<file path="src/rtl/ha_fa_reg.sv">
// ha_fa_reg -- registered ripple-carry adder built from two half-adder
// stages per bit, with a valid-qualified output register.
//
// Each bit i:
//   HA1: p_i = a_i ^ b_i,  g_i = a_i & b_i
//   HA2: s_i = p_i ^ c_i,  c_{i+1} = g_i | (p_i & c_i)
//   c_0 = cin, carry = c_WIDTH, so {carry, sum} == a + b + cin.
//
// Parameters:
//   WIDTH      operand width in bits (>= 1); WIDTH=1 is the classic full adder
//
// Ports:
//   clk        rising-edge clock
//   rst_n      asynchronous active-low reset, clears every register
//   in_valid   qualifies a/b/cin this cycle
//   a, b       operands (WIDTH bits)
//   cin        carry into bit 0
//   out_valid  sum/carry hold a new result this cycle
//   sum        registered (a+b+cin)[WIDTH-1:0]
//   carry      registered (a+b+cin)[WIDTH]
//
// Build option:
//   HA_FA_PIPE2_EN  when defined, operands are registered first and the add
//                   result one cycle later (latency 2). Undefined: the add
//                   result is registered directly (latency 1).

module ha_fa_reg #(
    parameter int WIDTH = 1
) (
    input  logic             clk,
    input  logic             rst_n,
    input  logic             in_valid,
    input  logic [WIDTH-1:0] a,
    input  logic [WIDTH-1:0] b,
    input  logic             cin,
    output logic             out_valid,
    output logic [WIDTH-1:0] sum,
    output logic             carry
);

    // Operands feeding the adder core and their qualifier.
    logic [WIDTH-1:0] add_a;
    logic [WIDTH-1:0] add_b;
    logic             add_cin;
    logic             add_valid;

`ifdef HA_FA_PIPE2_EN
    logic [WIDTH-1:0] op_a_q,     op_a_d;
    logic [WIDTH-1:0] op_b_q,     op_b_d;
    logic             op_cin_q,   op_cin_d;
    logic             op_valid_q, op_valid_d;

    // Operand stage holds its contents when nothing valid arrives, so
    // garbage on the inputs during idle cycles never enters the pipeline.
    always_comb begin
        op_a_d     = op_a_q;
        op_b_d     = op_b_q;
        op_cin_d   = op_cin_q;
        op_valid_d = in_valid;
        if (in_valid) begin
            op_a_d   = a;
            op_b_d   = b;
            op_cin_d = cin;
        end
    end

    always_ff @(posedge clk or negedge rst_n) begin
        if (!rst_n) begin
            op_a_q     <= '0;
            op_b_q     <= '0;
            op_cin_q   <= 1'b0;
            op_valid_q <= 1'b0;
        end else begin
            op_a_q     <= op_a_d;
            op_b_q     <= op_b_d;
            op_cin_q   <= op_cin_d;
            op_valid_q <= op_valid_d;
        end
    end

    assign add_a     = op_a_q;
    assign add_b     = op_b_q;
    assign add_cin   = op_cin_q;
    assign add_valid = op_valid_q;
`else
    assign add_a     = a;
    assign add_b     = b;
    assign add_cin   = cin;
    assign add_valid = in_valid;
`endif

    // Ripple-carry core. The carry is walked through a single variable
    // inside one process so there is no bit-level self-loop on a vector.
    logic [WIDTH-1:0] sum_c;
    logic             carry_c;
    logic             p_bit;
    logic             g_bit;
    logic             c_rip;

    always_comb begin
        sum_c = '0;
        p_bit = 1'b0;
        g_bit = 1'b0;
        c_rip = add_cin;
        for (int i = 0; i < WIDTH; i++) begin
            p_bit    = add_a[i] ^ add_b[i];
            g_bit    = add_a[i] & add_b[i];
            sum_c[i] = p_bit ^ c_rip;
            c_rip    = g_bit | (p_bit & c_rip);
        end
        carry_c = c_rip;
    end

    logic [WIDTH-1:0] sum_q,   sum_d;
    logic             carry_q, carry_d;
    logic             valid_q, valid_d;

    always_comb begin
        sum_d   = sum_q;
        carry_d = carry_q;
        valid_d = add_valid;
        if (add_valid) begin
            sum_d   = sum_c;
            carry_d = carry_c;
        end
    end

    always_ff @(posedge clk or negedge rst_n) begin
        if (!rst_n) begin
            sum_q   <= '0;
            carry_q <= 1'b0;
            valid_q <= 1'b0;
        end else begin
            sum_q   <= sum_d;
            carry_q <= carry_d;
            valid_q <= valid_d;
        end
    end

    assign sum       = sum_q;
    assign carry     = carry_q;
    assign out_valid = valid_q;

endmodule

</file>
<file path="config.mk">
export PLATFORM = sky130hd
export DESIGN_NAME = ha_fa_reg
export DESIGN_NICKNAME = d
export VERILOG_FILES = /design/src/rtl/ha_fa_reg.sv
export SDC_FILE = /design/constraint.sdc
export NUM_CORES = 1
export LEC_CHECK = 0
export ABC_AREA = 1
export BUFFER_PORTS_ARGS = -buffer_cell sky130_fd_sc_hd__clkbuf_2
export CORE_AREA = 2 2 39 41
export CTS_CLUSTER_DIAMETER = 80
export DETAILED_ROUTE_END_ITERATION = 12
export DIE_AREA = 0 0 41 43
export HOLD_SLACK_MARGIN = 0.03
export PLACE_DENSITY = 0.3
export SLEW_MARGIN = 20
export SYNTH_ARGS = -nofsm -noshare
export SYNTH_HDL_FRONTEND = slang
export SYNTH_SLANG_ARGS = --single-unit
</file>
<file path="constraint.sdc">
create_clock -name clk -period 0.8 [get_ports clk]
set_input_delay 0.16 -clock clk [delete_from_list [all_inputs] [get_ports clk]]
set_output_delay 0.16 -clock clk [all_outputs]
set_load 0.02 [all_outputs]
</file>
==> results.cfg, run 1 <==
[clock_tree]
clock_latency_ns = 0.24
clkSlewWorstSetupHoldPaths_ns = 0.04
htreeDepth = 1
cts_tree = done
clock-root-buffer = clkbuf_4
cts.sinks = 3
cts_buffers = 3
clockBufferDepth = 2

[placed_design]
port-buffer-count = 8
gp_congestion = 0.5819
place_ws_ns = -0.1465
hpwl_um = 216.5

[worst_hold_path]
min_path_cells = 1
hp-class = in -> reg

[worst_setup_path]
cpPeakStageDelay_ns = 0.38
critPathKind = reg -> out
path_depth = 1
critPathMaxFanout = 2
critPathCaptureType = output port
path_buf_inv = 1
critPathTopFamily = flip-flops
cpMaxStageDelayCell = dfrtp_1
cp_cell_sequence = clkbuf_8
startpoint_type = flop
worstPathRequired_ns = 0.64
critical_path_arrival_ns = 0.77
r2r_cells = 4

[timing]
setup_viol = 4
hold_viol = 0
fin_hold_ws_ns = 0.08163
rsz0062_at_grt = true
finalWorstSetupSlack_ns = -0.1331
slew_viol_final = 0
timing.fmax_ghz = 1.072
min_period_ns = 0.9331
slew_headroom_pct = 93.88
tightest_slew_ns = 0.09175
skew_ns = 0
period_share_pct = 116.6
fin_setup_tns_ns = -0.3865

[cells_and_area]
final_cell_mix = nand2_1 (6), clkbuf_2 (5), dfrtp_1 (3), clkbuf_4 (3), buf_4 (3)
nets = 35
area_growth_pct = 117.5
fin_util_pct = 19.08
drive_gt1_share_pct = 51.85
layout.cells.most_common = nand2_1
antenna_cells = 0

[routing]
antenna_left = 0
wl_um = 345
drt-pass1-iter-count = 2
drc = 0
initialDrtViolationCount = 2
route.vias.total = 130
wl_per_cell_um = 8.023
vias_per_cell = 3.023

[global_routing]
grt_pass1_vias = 138
gr-usage-all-layers_pct = 5.444
overflow = 0
grt_pass1_wl_um = 510
grt_max_degree = 5
antenna_found_initial = 0

[die]
die_width_um = 41
row_count = 14
coreArea_sq_mm = 0.001384
die_h_um = 43
die_area_sq_mm = 0.001763
ios = 9
start_util_pct = 8.770

[yosys]
synth_seq_cells = 3
syn_nets = 18
yosys.cell_types.count = 4
synthCells = 11
syn_area_sq_um = 121.4
ys_seq_area_share_pct = 61.86
post_synth.cell_area_avg_sq_um = 11.03
synth_warnings = 0

[pwr]
max-vdd-ir-drop_uv = 339.0
p_per_area_mw_per_mm2 = 2208
p_leak_nw = 0.1411

[status]
failed_checks = setup timing
status = finished with violations

[flow_run]
max_cap_viol_count = 0
-- registers in the layout, indices dropped and copies added, names as in the netlist --
register   count
carry          1
out_valid      1
sum            1
-- worst paths after layout --
kind	end	slack [ns]	from
min reg2reg	sum	0.60	sum
min in group asynchronous	carry	0.26	rst_n
max reg2reg	carry	-0.03	carry
max	sum	-0.13	sum
min	out_valid	0.08	in_valid
max in group asynchronous	out_valid	0.43	rst_n
-- what timing repair did --
action	4_1_cts	5_1_grt
setup endpoints to repair	3	3
resized for setup	4	3
setup buffers	2	1
hold buffers	1	0
endpoints found under the hold margin	3	0
-- report_power, final --
group / internal [mW] / switching, mW / total, mW
registers: 0.168 / 0.0101 / 0.178
logic: 0.0761 / 0.0535 / 0.130
clock network: 0.188 / 0.0874 / 0.275
total: 0.432 / 0.151 / 0.583
-- synthesized netlist by cell type --
| master | count | area, sq um |
|---|---|---|
| dfrtp_1 | 3 | 75.07 |
| fa_1 | 1 | 20.02 |
| inv_1 | 1 | 3.750 |
| nand2_1 | 6 | 22.52 |
-- layer usage --
layer  share of wire, %  vias to the layer above  GRT usage, %
met4                5.5                        0         10.00
li1                   -                       63             -
met5                  0                        -             0
met3                 14                        2         3.141
met1                 39                       54         4.560
met2                 42                       11         5.938
-- stage by stage --
step | power (mW) | std cells | area, sq um
floorplan | 0.2151 | 11 | 121.4
global placement | 0.2518 | 35 | 181.4
detailed placement | 0.2541 | 35 | 181.4
CTS | 0.5780 | 42 | 250.2
global route | 0.6232 | 43 | 264.0
finish | 0.5829 | 43 | 264.0
-- area by class of cell --
class | instances | area [sq um]
inverters | 1 | 3.754
fillers | 166 | 1120
clock buffers | 4 | 26.28
flip-flops and latches | 3 | 75.07
well taps | 16 | 20.02
multi-input cells | 7 | 42.54
repair buffers | 12 | 96.34
-- logic make-up (layout without fill, tap and decap cells) --
kind of cell / after synthesis / in the layout / synth area share [%]
adders and majority gates: 1 / 1 / 16.50
buffers and inverters: 1 / 17 / 3.090
DFF: 3 / 3 / 61.85
and+or+nand+nor: 6 / 6 / 18.56
Power figures use the tool's default switching activity.
==> inputs of run 2 (changes only) <==
- CORE_AREA: 2 2 39 41 -> 3 3 40 42
- DIE_AREA: 0 0 41 43 -> 0 0 43 45
- clock period: 0.8 -> 0.95 ns (I/O delays scaled with it)
==> run 2 against run 1 <==
The flow now finishes without violations. Cell count decreased by 4.7%. Clock skew unchanged. Sequential power decreased by 16%. Global-route usage decreased by 1.6 points. Critical path type unchanged. Highest routed layer is now met3.
==> results.cfg, run 2 (synthesized netlist as in run 1, its figures left out) <==
[status]
status = complete, no violations

[worst_setup_path]
critPathKind = reg -> out
cpMaxStageDelayCell = dfrtp_1
critical_path_arrival_ns = 0.75
cpPeakStageDelay_ns = 0.37
critPathCaptureType = output port
r2r_slack_ns = 0.23
crit_end = carry
startpoint_type = flop
cp_cell_sequence = clkbuf_8
r2r_start = sum
r2r_cells = 3
worstPathRequired_ns = 0.76
critPathMaxFanout = 2
critPathTopFamily = flip-flops
path_buf_inv = 1
r2r_end = sum
path_depth = 1
startpoint = carry

[pwr]
power_frac_comb_pct = 21.1
internal_power_uw = 353.4
p_per_area_mw_per_mm2 = 1884
swShare_pct = 23.89
switching_power_uw = 110.9
max-vdd-ir-drop_uv = 208.7
p_leak_nw = 0.1332
p_seq_share_pct = 32.2
p_clk_share_pct = 46.8

[timing]
finalWorstSetupSlack_ns = 0.008437
tightest_slew_ns = 0.1211
skew_ns = 0
period_share_pct = 99.11
rsz0062_at_grt = true
timing.fmax_ghz = 1.062
slew_viol_final = 0
min_period_ns = 0.9416
hold_viol = 0
slew_headroom_pct = 91.96
setup_viol = 0

[cells_and_area]
final_cell_mix = nand2_1 (6), clkbuf_2 (6), dfrtp_1 (3), clkbuf_4 (3), buf_4 (2)
drive_gt1_share_pct = 50.00
antenna_cells = 0
final_cells = 41
nets = 34
area_growth_pct = 103.1

[clock_tree]
cts_tree = done
clock_latency_ns = 0.23
cts.sinks = 3
cts_buffers = 3
clkSlewWorstSetupHoldPaths_ns = 0.03
htreeDepth = 1
clock-root-buffer = clkbuf_4
clockBufferDepth = 2

[routing]
wl_um = 290
wl_per_cell_um = 7.073
route.vias.total = 116
initialDrtViolationCount = 6
drc = 0
antenna_left = 0
vias_per_cell = 2.829
drt-pass1-iter-count = 2

[global_routing]
grt_pass1_wl_um = 434
gr-usage-all-layers_pct = 3.846
grt_max_degree = 5
antenna_found_initial = 0
overflow = 0
grt_pass1_vias = 123

[placed_design]
dpl.cell_count = 34
place_ws_ns = -0.04345
port-buffer-count = 8
gp_congestion = 0.6632

[die]
ios = 9
coreArea_sq_mm = 0.001285
die_area_sq_mm = 0.001935
die_h_um = 45
die_width_um = 43
start_util_pct = 9.445
row_count = 13

[flow_run]
max_cap_viol_count = 0

[worst_hold_path]
hp-class = in -> reg
## run 2: changes by cell type in the layout (fill, tap and decap cells not counted), sizes merged
cell | before | now
buf | 4 | 3
## run 2: per-layer routing
metal / GRT usage (%) / part of all wire [%] / up-vias
met2: 2.994 / 34 / 9
met4: 7.229 / 0 / 0
met5: 0 / 0 / -
met1: 3.902 / 43 / 46
met3: 3.187 / 23 / 0
li1: - / - / 61
## run 2: per-stage QoR
step                      util (%)  cell area [sq um]  power (mW)  setup TNS, ns  hold slack, ns
after floorplan                  -              121.4      0.1813              0         -0.1056
after global routing         19.18              246.5      0.4919       -0.02727          0.1146
final                        19.18              246.5      0.4644              0          0.1199
after detailed placement     14.02              180.2      0.2148       -0.04345       -0.008601
after CTS                    18.11              232.7      0.4594       -0.01048          0.1077
after global placement       14.02              180.2      0.2132       -0.03410        -0.01225
## run 2: layout make-up
type / count / area (sq um)
timing repair buffer: 11 / 80.08
fill: 147 / 1039
sequential: 3 / 75.07
inverter: 1 / 3.754
multi-input combinational: 7 / 42.54
clock buffer: 4 / 26.28
tap: 15 / 18.77
## run 2: worst min path at each step
stage / startpoint / to / slack, ns / depth (start not counted)
finish: in_valid / out_valid / 0.12 / 1
global route: in_valid / out_valid / 0.11 / 1
CTS: in_valid / out_valid / 0.11 / 1
detailed placement: rst_n / out_valid / -0.009 / 1
global placement: rst_n / out_valid / -0.01 / 1
floorplan: rst_n / carry / -0.11 / 0
## run 2: power by group through the flow
stage | clock network (mW) | logic (mW) | registers [mW]
floorplan | 0 | 0.0150 | 0.166
global placement | 0 | 0.0641 | 0.149
detailed placement | 0 | 0.0652 | 0.150
CTS | 0.229 | 0.0816 | 0.148
global route | 0.234 | 0.107 | 0.151
finish | 0.217 | 0.0978 | 0.149
## run 2: timing repair
item	CTS	global route
gates resized for setup	2	3
endpoints found under the setup margin	2	2
endpoints found under the hold margin	3	0
setup buffers	1	1
pin swaps	0	0
hold buffers	1	0
